`src/rtl/pattern_sequencer_if.sv`:
```
// Generator-facing bundle of the pattern sequencer: duration programming in,
// pattern schedule and animation step out.
interface pattern_sequencer_if #(
  parameter int NUM_PATTERNS = 4
);
  logic                    cfg_we;
  logic [1:0]              cfg_idx;
  logic [9:0]              cfg_frames;
  logic [1:0]              pattern_select;
  logic [NUM_PATTERNS-1:0] pattern_enable;
  logic [11:0]             step_size;
  logic                    hold_active;
  logic                    switch_pulse;
  logic [9:0]              frame_count;

  modport master (
    input  cfg_we, cfg_idx, cfg_frames,
    output pattern_select, pattern_enable, step_size, hold_active, switch_pulse, frame_count
  );

  modport slave (
    output cfg_we, cfg_idx, cfg_frames,
    input  pattern_select, pattern_enable, step_size, hold_active, switch_pulse, frame_count
  );
endinterface

```
`src/rtl/pattern_sequencer.sv`:
```
// Chooses the on-screen VGA pattern: frame-counted auto-advance, button control,
// and pattern changes deferred to the frame origin.
module pattern_sequencer #(
  parameter int NUM_PATTERNS   = 4,
  parameter int FRAMES_DEFAULT = 240,
  parameter int STEP_DEFAULT   = 16,
  parameter int STEP_MIN       = 1,
  parameter int STEP_MAX       = 2048
) (
  input  logic       clk,
  input  logic       rst_n,
  input  logic [9:0] x,
  input  logic [9:0] y,
  input  logic       vsync,
  input  logic       btn_next,
  input  logic       btn_prev,
  input  logic       btn_hold,
  input  logic       btn_faster,
  input  logic       btn_slower,
  pattern_sequencer_if.master bus
);
  typedef enum logic [1:0] {AUTO, HOLD, PEND} state_t;

  localparam logic [1:0]              LAST       = 2'(NUM_PATTERNS - 1);
  localparam logic [9:0]              FRAMES_RST = 10'(FRAMES_DEFAULT);
  localparam logic [11:0]             STEP_RST   = 12'(STEP_DEFAULT);
  localparam logic [12:0]             STEP_HI    = 13'(STEP_MAX);
  localparam logic [12:0]             STEP_LO    = 13'(STEP_MIN);
  localparam logic [NUM_PATTERNS-1:0] ONE_HOT0   = NUM_PATTERNS'(1);

  state_t      state, state_n, ret, ret_n;
  logic [1:0]  sel, sel_n, target, target_n;
  logic [9:0]  fc, fc_n, eff_m1;
  logic [11:0] step, step_n;
  logic        hold_q, hold_n, pulse_q, pulse_n;
  logic [9:0]  dur [4];
  logic        vsync_q, tick, at_origin;
  logic [4:0]  btn_raw, btn_s1, btn_s2, btn_s3, btn_act;
  logic        do_next, do_prev;
  logic [12:0] step_x2, step_half;

  function automatic logic [1:0] wrap_inc(input logic [1:0] v);
    return (v == LAST) ? 2'd0 : v + 2'd1;
  endfunction

  function automatic logic [1:0] wrap_dec(input logic [1:0] v);
    return (v == 2'd0) ? LAST : v - 2'd1;
  endfunction

  // Bit order {slower, faster, hold, prev, next}; s3 only serves the edge detector.
  assign btn_raw   = {btn_slower, btn_faster, btn_hold, btn_prev, btn_next};
  assign btn_act   = btn_s2 & ~btn_s3;
  assign do_next   = btn_act[0] & ~btn_act[1];
  assign do_prev   = btn_act[1] & ~btn_act[0];
  assign tick      = vsync & ~vsync_q;
  assign at_origin = (x == 10'd0) && (y == 10'd0);
  assign eff_m1    = (dur[sel] == 10'd0) ? 10'd0 : dur[sel] - 10'd1;
  assign step_x2   = {step, 1'b0};
  assign step_half = {2'b00, step[11:1]};

  always_comb begin
    // NOTE: every variable gets a default first so no path can leave one unassigned and infer a latch.
    state_n  = state;
    ret_n    = ret;
    target_n = target;
    sel_n    = sel;
    fc_n     = fc;
    step_n   = step;
    pulse_n  = 1'b0;

    case (state)
      AUTO, HOLD: begin
        if (do_next || do_prev) begin
          state_n  = PEND;
          ret_n    = state;
          target_n = do_next ? wrap_inc(sel) : wrap_dec(sel);
        end else if (state == AUTO && tick) begin
          if (fc >= eff_m1) begin
            fc_n     = 10'd0;
            target_n = wrap_inc(sel);
            ret_n    = AUTO;
            state_n  = PEND;
          end else begin
            fc_n = fc + 10'd1;
          end
        end
      end
      PEND: begin
        if (do_next)      target_n = wrap_inc(target);
        else if (do_prev) target_n = wrap_dec(target);
      end
      default: state_n = AUTO;
    endcase

    // Hold acts on whatever the next/prev decision left behind.
    if (btn_act[2]) begin
      if (state_n == PEND) ret_n   = (ret_n == HOLD) ? AUTO : HOLD;
      else                 state_n = (state_n == HOLD) ? AUTO : HOLD;
    end

    // Committing on the decision cycle lets an origin-aligned press land without an extra wait.
    if (state_n == PEND && at_origin) begin
      sel_n   = target_n;
      fc_n    = 10'd0;
      state_n = ret_n;
      pulse_n = 1'b1;
    end

    if (btn_act[3] && !btn_act[4]) begin
      step_n = (step_x2 > STEP_HI) ? STEP_HI[11:0] : step_x2[11:0];
    end else if (btn_act[4] && !btn_act[3]) begin
      step_n = (step_half < STEP_LO) ? STEP_LO[11:0] : step_half[11:0];
    end

    hold_n = (state_n == HOLD) || (state_n == PEND && ret_n == HOLD);
  end

  // NOTE: sequential state uses non-blocking assignments so every flop samples pre-edge values.
  always_ff @(posedge clk or negedge rst_n) begin
    if (!rst_n) begin
      state   <= AUTO;
      ret     <= AUTO;
      target  <= 2'd0;
      sel     <= 2'd0;
      fc      <= 10'd0;
      step    <= STEP_RST;
      hold_q  <= 1'b0;
      pulse_q <= 1'b0;
      vsync_q <= 1'b1;
      btn_s1  <= 5'd0;
      btn_s2  <= 5'd0;
      btn_s3  <= 5'd0;
    end else begin
      state   <= state_n;
      ret     <= ret_n;
      target  <= target_n;
      sel     <= sel_n;
      fc      <= fc_n;
      step    <= step_n;
      hold_q  <= hold_n;
      pulse_q <= pulse_n;
      vsync_q <= vsync;
      btn_s1  <= btn_raw;
      btn_s2  <= btn_s1;
      btn_s3  <= btn_s2;
    end
  end

  // NOTE: the duration table is reset because every pattern must start at FRAMES_DEFAULT.
  always_ff @(posedge clk or negedge rst_n) begin
    if (!rst_n) begin
      for (int i = 0; i < 4; i++) dur[i] <= FRAMES_RST;
    end else if (bus.cfg_we && int'(bus.cfg_idx) < NUM_PATTERNS) begin
      dur[bus.cfg_idx] <= bus.cfg_frames;
    end
  end

  assign bus.pattern_select = sel;
  assign bus.pattern_enable = ONE_HOT0 << sel;
  assign bus.step_size      = step;
  assign bus.hold_active    = hold_q;
  assign bus.switch_pulse   = pulse_q;
  assign bus.frame_count    = fc;
endmodule

```
`src/flat_wrapper.sv`:
```
// flat-port wrapper written by rule: the top's interface ports become plain ports
module pattern_sequencer_flat 
#(
  parameter int NUM_PATTERNS   = 4,
  parameter int FRAMES_DEFAULT = 240,
  parameter int STEP_DEFAULT   = 16,
  parameter int STEP_MIN       = 1,
  parameter int STEP_MAX       = 2048
)
  (clk, rst_n, x, y, vsync, btn_next, btn_prev, btn_hold, btn_faster, btn_slower, bus_cfg_we, bus_cfg_idx, bus_cfg_frames, bus_pattern_select, bus_pattern_enable, bus_step_size, bus_hold_active, bus_switch_pulse, bus_frame_count);
  pattern_sequencer_if #(.NUM_PATTERNS(NUM_PATTERNS)) bus_i ();
  input  logic clk;
  input  logic rst_n;
  input  logic [9:0] x;
  input  logic [9:0] y;
  input  logic vsync;
  input  logic btn_next;
  input  logic btn_prev;
  input  logic btn_hold;
  input  logic btn_faster;
  input  logic btn_slower;
  input wire logic [$bits(bus_i.cfg_we)-1:0] bus_cfg_we;
  input wire logic [$bits(bus_i.cfg_idx)-1:0] bus_cfg_idx;
  input wire logic [$bits(bus_i.cfg_frames)-1:0] bus_cfg_frames;
  output wire logic [$bits(bus_i.pattern_select)-1:0] bus_pattern_select;
  output wire logic [$bits(bus_i.pattern_enable)-1:0] bus_pattern_enable;
  output wire logic [$bits(bus_i.step_size)-1:0] bus_step_size;
  output wire logic [$bits(bus_i.hold_active)-1:0] bus_hold_active;
  output wire logic [$bits(bus_i.switch_pulse)-1:0] bus_switch_pulse;
  output wire logic [$bits(bus_i.frame_count)-1:0] bus_frame_count;
  assign bus_i.cfg_we = bus_cfg_we;
  assign bus_i.cfg_idx = bus_cfg_idx;
  assign bus_i.cfg_frames = bus_cfg_frames;
  assign bus_pattern_select = bus_i.pattern_select;
  assign bus_pattern_enable = bus_i.pattern_enable;
  assign bus_step_size = bus_i.step_size;
  assign bus_hold_active = bus_i.hold_active;
  assign bus_switch_pulse = bus_i.switch_pulse;
  assign bus_frame_count = bus_i.frame_count;
  pattern_sequencer #(.NUM_PATTERNS(NUM_PATTERNS), .FRAMES_DEFAULT(FRAMES_DEFAULT), .STEP_DEFAULT(STEP_DEFAULT), .STEP_MIN(STEP_MIN), .STEP_MAX(STEP_MAX)) u_core (.clk(clk), .rst_n(rst_n), .x(x), .y(y), .vsync(vsync), .btn_next(btn_next), .btn_prev(btn_prev), .btn_hold(btn_hold), .btn_faster(btn_faster), .btn_slower(btn_slower), .bus(bus_i));
endmodule
```
`config.mk`:
```
export PLATFORM = sky130hd
export DESIGN_NAME = pattern_sequencer_flat
export DESIGN_NICKNAME = d
export VERILOG_FILES = /design/src/rtl/pattern_sequencer_if.sv /design/src/rtl/pattern_sequencer.sv /design/src/flat_wrapper.sv
export SDC_FILE = /design/constraint.sdc
export NUM_CORES = 1
export LEC_CHECK = 0
export CAP_MARGIN = 15
export CORE_MARGIN = 4
export CORE_UTILIZATION = 69
export DETAILED_ROUTE_END_ITERATION = 12
export DONT_BUFFER_PORTS = 1
export PLACE_DENSITY = 0.85
export SLEW_MARGIN = 20
export SYNTH_ARGS = -nofsm -noshare
export SYNTH_HDL_FRONTEND = slang
export SYNTH_SLANG_ARGS = --single-unit
```
`constraint.sdc`:
```
create_clock -name clk -period 10.8 [get_ports clk]
set_input_delay 2.16 -clock clk [delete_from_list [all_inputs] [get_ports clk]]
set_output_delay 2.16 -clock clk [all_outputs]
set_load 0.02 [all_outputs]
```
==> metrics.md <==
| Metric | Value |
|---|---|
| Post-layout min period | `5.994 ns` |
| Async SR Flop Fraction | `1.000` |
| Outcome | `complete, no violations` |
| Grt total ovfl | `0` |
| Via density | `6.602` |
| Yosys top cell by area | `dfrtp_1` |
| Setup TNS | `0 ns` |
| Combinational power share | `0.198` |
| Number of library cell types mapped by synthesis | `62` |
| Rows | `29` |
| Post-synth EDFFs | `0` |
| Post-route insts no fill | `500` |
| DR iter-0 viols | `142` |
| Inst Count DP | `484` |
| Int Pwr | `0.5479 mW` |
| R2R Setup Slk | `4.81 ns` |
| Initial Util | `0.7297` |
| Overall power | `0.7867 mW` |
| CP Capture Point | `u_core.bus.pattern_select[0]$_DFFE_PN0N_` |
| Synthesized area per cell | `11.23 µm²` |
| Lkg Pwr | `2.115 nW` |
| Sequential Power Share | `0.534` |
| # Post-CTS Setup Buffers | `0` |
| Max_cap viols | `0` |
| Share of Yosys cell area claimed by the top area cell type | `0.3696` |
| Critical path type | `flip-flop to flip-flop` |
| Max rail drop VDD | `0.1614 mV` |
| Post-route design area | `0.004935 mm²` |
| Total routed wirelength | `9339 µm` |
| Root buf cell | `clkbuf_8` |
| Share of cells above drive strength 1 | `0.2175` |
| Slowest cell on crit path | `dfrtp_1` |
| CTS Buf Count | `9` |
| Top_reg_cell synth | `dfrtp_1` |
| FF-to-FF End | `u_core.bus.pattern_select[0]$_DFFE_PN0N_` |
| GRT Util Overall | `0.2394` |
| Required time of the critical path | `11.02 ns` |
| P&R area growth vs syn | `4.118%` |
| Register area share after synthesis | `0.4694` |
| FF-to-FF path depth | `19` |
| CP Max Fanout | `17` |
| Setup crit start kind | `flip-flop` |
| Post-layout nets | `483` |
| Seq cells post-synth | `88` |
| WP data arrival | `6.21 ns` |
| Cell mode on critical path | `ha_1` |
| DRC Markers | `0` |
| Ranking of synthesized cells by area | `dfrtp_1, dfstp_2, mux2_2, ha_1, mux4_1` |
| Worst hold stages | `0` |
| Logic depth of the worst path, buffers included | `19` |
| First-pass GRT wire length | `15820 µm` |
| Via count | `3301` |
| Synthesized cell area | `0.004740 mm²` |
| Total I/O pin count | `71` |
| Post-Syn Instances | `422` |
| Initial antenna violation count | `0` |
| Crit. End Element | `flip-flop` |
| Clk_lat worst skew | `0.36 ns` |
| CP bufs+invs | `2` |
| Slew Viols, Final | `0` |
| Die W | `90.88 µm` |
| Fin crit share | `0.5550` |
| Slew headroom | `0.3590` |
| Synth Warn # | `0` |
| WL/cell | `18.68 µm` |
| Die height | `90.88 µm` |
| Final-report hold violation count | `0` |
| Largest stage delay on the critical path | `0.98 ns` |
| Power Dens Cells | `159.4 mW/mm²` |
| Hold-fix buffers at CTS | `0` |
| Core area | `0.006495 mm²` |
| Dpl cell area | `0.004757 mm²` |
| Setup violators final | `0` |
| TritonCTS clock tree | `yes` |
| Fmax | `0.1668 GHz` |
| Detailed Routing Iterations Pass 1 | `5` |
| Clock slew at reported path FFs | `0.09 ns` |
| HPWL Detailed | `6717 µm` |
| CP top delay family | `compound AO/OA/AOI/OAI gates` |
| Switch share | `0.3036` |
| H-tree levels | `3` |
| Die ar. | `0.008259 mm²` |
| Post-CTS resize count | `0` |
| Clock Power Share | `0.268` |
| Antenna-violating nets left | `0` |
| N_diodes | `0` |
| I/O Buffers | `0` |
| Routability congestion estimate from global placement | `0.9445` |
| Launch point of the critical path | `u_core.bus.pattern_select[0]$_DFFE_PN0N_` |
| Actual slew at the worst max-slew pin | `0.9615 ns` |
| Largest net degree at the start of global routing | `89` |
| Min Hold Slack | `0.3543 ns` |
| Clock sinks | `88` |
| Net Switching | `0.2388 mW` |
| CP Cell Sequence | `mux4_1 > inv_1 > ha_1 > nand2b_1 > or3_4 > nor4_4 > xor2_1 > nand2b_1 > ha_1 > nand4_1 > o311ai_2 > o21ai_0 > a22oi_1 > ha_1 > a21oi_1 > and4_1 > nand2_1 > inv_2 > a31oi_1` |
| Post-synth net total | `487` |
| Vias in the first global route | `3322` |
| RSZ-0062 raised after global routing | `false` |
| Worst Skew | `0.01418 ns` |
| Crit Reg-Reg Startpoint | `u_core.bus.pattern_select[0]$_DFFE_PN0N_` |
| CTS Buffer Depth | `2` |
| HP Class | `flip-flop to flip-flop` |
-- layout make-up --
type / count / area [µm²]
multi-input combinational: 305 / 2380
sequential: 88 / 2225
fill: 424 / 1560
clock buffer: 10 / 127.6
tap: 77 / 96.34
clock inverter: 6 / 50.05
inverter: 13 / 48.80
timing repair buffer: 1 / 7.507
-- cell usage after synthesis, types with 2 or more instances --
master	n
or4_1	2
nor4_1	7
buf_2	2
dfrtp_1	70
nand4_1	4
a21oi_1	25
or2_2	2
buf_1	2
mux4_1	6
nand3b_1	3
clkbuf_1	10
nand2b_1	16
a22oi_1	5
nor2b_1	14
and2_1	4
mux2_2	42
nand2_1	32
or3b_2	2
mux4_2	4
nor2_1	16
a31oi_1	4
inv_1	12
xor2_1	5
dfstp_2	18
and4_1	5
o31ai_1	3
nand3_1	5
and3_1	6
or3_1	3
ha_1	24
o21ai_1	2
xnor2_1	2
o21ai_0	27
o211ai_1	2
nor3_1	9
-- routing by layer --
| layer | part of all wire | vias to the layer above | GRT usage |
|---|---|---|---|
| met5 | 0 | - | 0 |
| met4 | 0.026 | 0 | 0.09422 |
| met3 | 0.059 | 22 | 0.08500 |
| met2 | 0.50 | 105 | 0.3830 |
| met1 | 0.42 | 1635 | 0.2983 |
| li1 | - | 1539 | - |
-- cell families after synthesis --
family          Yosys count  share of synthesized area
buf+inv                  29                    0.02851
xor+xnor                  7                    0.01294
compound gates           82                     0.1048
flops                    88                     0.4694
simple gates            139                     0.1668
mux                      53                     0.1542
fa+ha+maj                24                    0.06336
-- flip-flops by register name, summed over array words and instances (netlist names), 2 cells and up --
name                       cells
u_core.btn_s1                  5
u_core.ret                     2
u_core.dur                    40
u_core.bus.pattern_select      2
u_core.btn_s3                  5
u_core.bus.step_size          12
u_core.state                   2
u_core.bus.frame_count        10
u_core.btn_s2                  5
u_core.target                  2
-- placed cells by master, fill, tap and decap left out, types with 3 or more instances in the layout --
cell type / n
o31ai_1: 3
nor4_1: 7
nor3_1: 9
and4_1: 5
and2_1: 4
nand4_1: 4
a31oi_1: 4
inv_1: 12
nand3b_1: 3
mux4_2: 4
and3_1: 6
or3_1: 3
mux2_2: 42
nand2_1: 32
dfrtp_1: 70
a22oi_1: 5
xor2_1: 5
inv_6: 3
dfstp_2: 18
clkbuf_8: 9
mux4_1: 6
nor2_1: 16
nor2b_1: 14
ha_1: 24
o21ai_0: 27
nand2b_1: 16
a21oi_1: 25
nand3_1: 5
-- how the worst min path moves through the flow --
stage / start / end
4_1_cts: u_core.btn_s1[0]$_DFF_PN0_ / u_core.btn_s2[0]$_DFF_PN0_
6_report: u_core.btn_s1[0]$_DFF_PN0_ / u_core.btn_s2[0]$_DFF_PN0_
5_1_grt: u_core.btn_s2[1]$_DFF_PN0_ / u_core.btn_s3[1]$_DFF_PN0_
3_5_place_dp: u_core.btn_s1[0]$_DFF_PN0_ / u_core.btn_s2[0]$_DFF_PN0_
2_1_floorplan: u_core.btn_s1[0]$_DFF_PN0_ / u_core.btn_s2[0]$_DFF_PN0_
3_3_place_gp: u_core.btn_s1[4]$_DFF_PN0_ / u_core.btn_s2[4]$_DFF_PN0_
-- through the flow --
stage / worst slack (ns) / util
after floorplan: 5.808 / -
after global placement: 5.149 / 0.7324
after detailed placement: 4.868 / 0.7324
after CTS: 4.824 / 0.7598
after global routing: 4.294 / 0.7598
final: 4.806 / 0.7598
-- power by group through the flow --
stage               Combinational [mW]  Sequential, mW  Clock [mW]
floorplan                        0.126           0.415           0
global placement                 0.145           0.422           0
detailed placement               0.155           0.426           0
CTS                              0.156           0.420       0.216
global route                     0.176           0.426       0.233
finish                           0.156           0.420       0.211
No activity file was read; power rests on OpenSTA's default activity.
==> patch 1: new RTL, config.mk and constraints unchanged <==
Re-encode `state_t` (3 states) as one-hot, 3 bits wide.
--- a/src/rtl/pattern_sequencer.sv
+++ b/src/rtl/pattern_sequencer.sv
@@ -19,7 +19,7 @@
   input  logic       btn_slower,
   pattern_sequencer_if.master bus
 );
-  typedef enum logic [1:0] {AUTO, HOLD, PEND} state_t;
+  typedef enum logic [2:0] {AUTO = 3'b001, HOLD = 3'b010, PEND = 3'b100} state_t;
 
   localparam logic [1:0]              LAST       = 2'(NUM_PATTERNS - 1);
   localparam logic [9:0]              FRAMES_RST = 10'(FRAMES_DEFAULT);
Behaviour: no difference found for any inputs over 4 cycles, from zero or initial values and one cycle with rst_n low; so few cycles prove little.
==> patch 1 against the original RTL <==
  * Worst setup slack improved by 900 ps
  * Sequential power rose by 8.1%
  * Largest power group unchanged
  * Clock power rose by 7%
  * Maximum frequency rose by 18%
  * Area after synthesis fell by 1.0%
  * Critical path type unchanged
  * Die area fell by 0.94%
  * Global-route usage fell by 0.42 points
  * Sequential cell count rose by 2
  * Cell area fell by 0.20%
  * Power rose by 12%
  * Routed wire length fell by 2.1%
==> patch 1: results (changes against the original RTL) <==
vias in the first global route = 3,131 (-5.7%)
Synth Area in Compound Gates = 9.98% (-0.50 points)
status = finished clean
met2 WL = 4410 um (-5.1%)
Worst-Skew Late Latency = 380 ps (+20 ps)
GRT Util Overall = 23.5% (-0.42 points)
Ant. Diodes = 0 (unchanged)
Hold WS = 358 ps (+3.79 ps)
Seq/Total Area, Yosys = 48.5% (+1.6 points)
fraction of layout cells with a size suffix above 1 = 24.3% (+2.5 points)
met1 WL = 4060 um (+4.5%)
CP arrival = 5350 ps (-860 ps)
Placed Instances = 477 (-1.4%)
GPL Wtd Cong = 0.889 (-5.9%)
Worst path top cell family by delay = simple AND/OR/NAND/NOR gates
synth top area cells = dfrtp_1 (37%), dfstp_2 (11%), mux2_2 (10%)
Reg2Reg Depth = 12 (-7)
maximum VDD drop = 132 uV (-18%)
dpl hpwl = 6530 um (-2.9%)
Mapped Cells = 413 (-2.1%)
DR vias = 3,153 (-4.5%)
Hold Startpoint = u_core.btn_s1[4]
CTS Buf Count = 9 (unchanged)
largest net degree at the start of global routing = 91 (+2.2%)
critical-path maximum fanout = 16 (-1)
Clock Skew = 12.3 ps (-1.88 ps)
met3 Use GR = 7.08% (-1.4 points)
metal3 WL = 473 um (-15%)
met2 Use GR = 38.0% (-0.27 points)
placed inst area = 4730 um^2 (-0.55%)
WL/cell = 18.5 um (-0.75%)
NumNets Final = 474 (-1.9%)
Max-slew headroom = 37.1% (+1.2 points)
Filler Cells Inserted = 393 (-7.3%)
setup ws final = 5700 ps (+898 ps)
Synth Area in XOR/XNOR = 2.24% (+0.95 points)
Lkg Pwr = 2.14 nW (+0.99%)
Endpoint, Worst Hold = u_core.btn_s2[4]
Synth Area in Adders = 5.87% (-0.47 points)
-- patch 1: cell types whose count changed in the layout (fill, tap and decap cells not counted), moves of 4 or more --
cell	delta
mux4_1	-6
o21ai_0	-4
nor2_1	+11
nand3b_1	+5
nand2b_1	-9
and4_1	-5
mux4_2	+6
-- patch 1: area by class of cell --
type,instances,area [um^2],area share (%)
multi-input cells,296,2300,46.7
flip-flops and latches,90,2280,46.2
clock buffers,10,138,2.79
well taps,77,96.3,1.96
clock inverters,6,56.3,1.14
inverters,13,51.3,1.04
repair buffers,1,7.51,0.152
-- patch 1: power groups by stage --
stage               clock network (W)  logic [W]  registers, W
floorplan                           0   0.000173      0.000441
global placement                    0   0.000191      0.000455
detailed placement                  0   0.000202      0.000459
CTS                          0.000228   0.000204      0.000453
global route                 0.000245   0.000233      0.000461
finish                       0.000225   0.000204      0.000454
==> patch 2: new RTL, config.mk and constraints unchanged <==
Made on the original files. `NUM_PATTERNS` is set to 4 in 3 places; all go to 3.
--- a/src/rtl/pattern_sequencer_if.sv
+++ b/src/rtl/pattern_sequencer_if.sv
@@ -1,7 +1,7 @@
 // Generator-facing bundle of the pattern sequencer: duration programming in,
 // pattern schedule and animation step out.
 interface pattern_sequencer_if #(
-  parameter int NUM_PATTERNS = 4
+  parameter int NUM_PATTERNS = 3
 );
   logic                    cfg_we;
   logic [1:0]              cfg_idx;
--- a/src/rtl/pattern_sequencer.sv
+++ b/src/rtl/pattern_sequencer.sv
@@ -1,7 +1,7 @@
 // Chooses the on-screen VGA pattern: frame-counted auto-advance, button control,
 // and pattern changes deferred to the frame origin.
 module pattern_sequencer #(
-  parameter int NUM_PATTERNS   = 4,
+  parameter int NUM_PATTERNS   = 3,
   parameter int FRAMES_DEFAULT = 240,
   parameter int STEP_DEFAULT   = 16,
   parameter int STEP_MIN       = 1,
--- a/src/flat_wrapper.sv
+++ b/src/flat_wrapper.sv
@@ -1,7 +1,7 @@
 // flat-port wrapper written by rule: the top's interface ports become plain ports
 module pattern_sequencer_flat 
 #(
-  parameter int NUM_PATTERNS   = 4,
+  parameter int NUM_PATTERNS   = 3,
   parameter int FRAMES_DEFAULT = 240,
   parameter int STEP_DEFAULT   = 16,
   parameter int STEP_MIN       = 1,
Interface: changed (resized bus_pattern_enable); port bits go from 71 to 70. No check against the original RTL was run, so the function may have changed too.
==> patch 2 against the original RTL <==
  * Hold slack improved by 2.6 ps
  * Non-clock buffer count unchanged
  * Global-route usage decreased by 1.2 points
  * Combinational power grew 8%
  * Routed wire length fell by 5.9%
  * Maximum frequency increased by 2.6%
  * Power grew 1.0%
  * Sequential cell count unchanged
  * Highest routed layer unchanged
  * Worst setup slack gained 150 ps
  * Largest cell class is now sequential cells
  * Final cell count shrank 4.4%
  * Critical endpoint unchanged
  * Die area is 2.5% lower
  * Cell area decreased by 3.3%
  * Area after synthesis fell by 2.7%
  * Clock skew hardly changed
==> patch 2: results (changes against the original RTL) <==
largest cell class by area = sequential cells
GPL Wtd Cong = 0.849 (-10%)
sequential power share = 53.2% (-0.2 points)
post-synthesis average cell area = 11.2 um^2 (+0.16%)
initial DRC count = 127 (-11%)
Seq/Total Area, Yosys = 48.2% (+1.3 points)
metal3 WL = 544 um (-2.0%)
Hold WS = 357 ps (+2.60 ps)
Synth Area in Adders = 7.33% (+0.99 points)
NumNets Final = 464 (-3.9%)
clock power share = 25.6% (-1.2 points)
GRT Util Overall = 22.8% (-1.2 points)
vias per cell = 6.40 (-3.1%)
Yosys cell types = 55 (-11%)
Lkg Pwr = 2.08 nW (-1.6%)
met3 Use GR = 6.18% (-2.3 points)
fraction of area in registers = 46.6% (+1.5 points)
dpl hpwl = 6260 um (-6.8%)
number of non-clock inverters = 15 (+2)
# clk buffers = 11 (+1)
fraction of area in multi-input gates = 46.5% (-1.7 points)
Clock Skew = 14.3 ps (+0.148 ps)
Power Internal = 0.000542 W (-1.0%)
CP arrival = 6090 ps (-120 ps)
met1 usage = 29.9% (+0.11 points)
Multi-In Gates = 281 (-7.9%)
maximum VDD drop = 102 uV (-37%)
Hold Startpoint = u_core.btn_s1[1]
Synth top cells by count = dfrtp_1 (70), nand2_1 (38), mux2_2 (33), ha_1 (27), a21oi_1 (22)
PD cells = 167 nW/um^2 (+4.5%)
fraction of layout cells with a size suffix above 1 = 20.7% (-1.1 points)
met2 WL = 4270 um (-8.1%)
Seq cells = 88 (unchanged)
met2 Use GR = 37.2% (-1.1 points)
Mapped Area = 4610 um^2 (-2.7%)
first-pass GRT wire length = 15,200 um (-3.8%)
status = finished clean
Reg2Reg Depth = 20 (+1)
Synth Area in Compound Gates = 10.8% (+0.32 points)
Endpoint, Worst Hold = u_core.btn_s2[1]
Non-Filler Instances = 478 (-4.4%)
synth top area cells = dfrtp_1 (38%), dfstp_2 (10%), mux2_2 (8.1%)
multiplexer share of the synthesized area = 14.1% (-1.4 points)
## patch 2: changes by cell type after synthesis, moves of 6 or more
cell,before,now
clkbuf_1,10,19
mux2_2,42,33
nand2b_1,16,7
nand2_1,32,38
o21ai_0,27,15
## patch 2: worst max path at each step
stage	slack (ps)	depth (start not counted)	end
floorplan	5870	21	u_core.bus.pattern_select[0]
global placement	5270	20	u_core.bus.pattern_select[0]
detailed placement	4990	20	u_core.bus.pattern_select[0]
CTS	4970	20	u_core.bus.pattern_select[0]
global route	4580	20	u_core.bus.pattern_select[0]
finish	4960	20	u_core.bus.pattern_select[0]
## patch 2: worst max-delay path: stages, from the launching register on
cell	delay, ps
dfrtp_1	960
mux4_1	690
inv_1	110
ha_1	190
nand2_1	120
or4b_4	540
nor3_2	110
a21oi_1	60
ha_1	300
nand4_1	160
o311a_1	430
a21oi_2	290
nor2b_1	100
a21oi_1	200
ha_1	260
nand2_1	60
o21ai_1	110
nor3_1	290
o21ai_1	150
inv_2	220
mux2_2	360
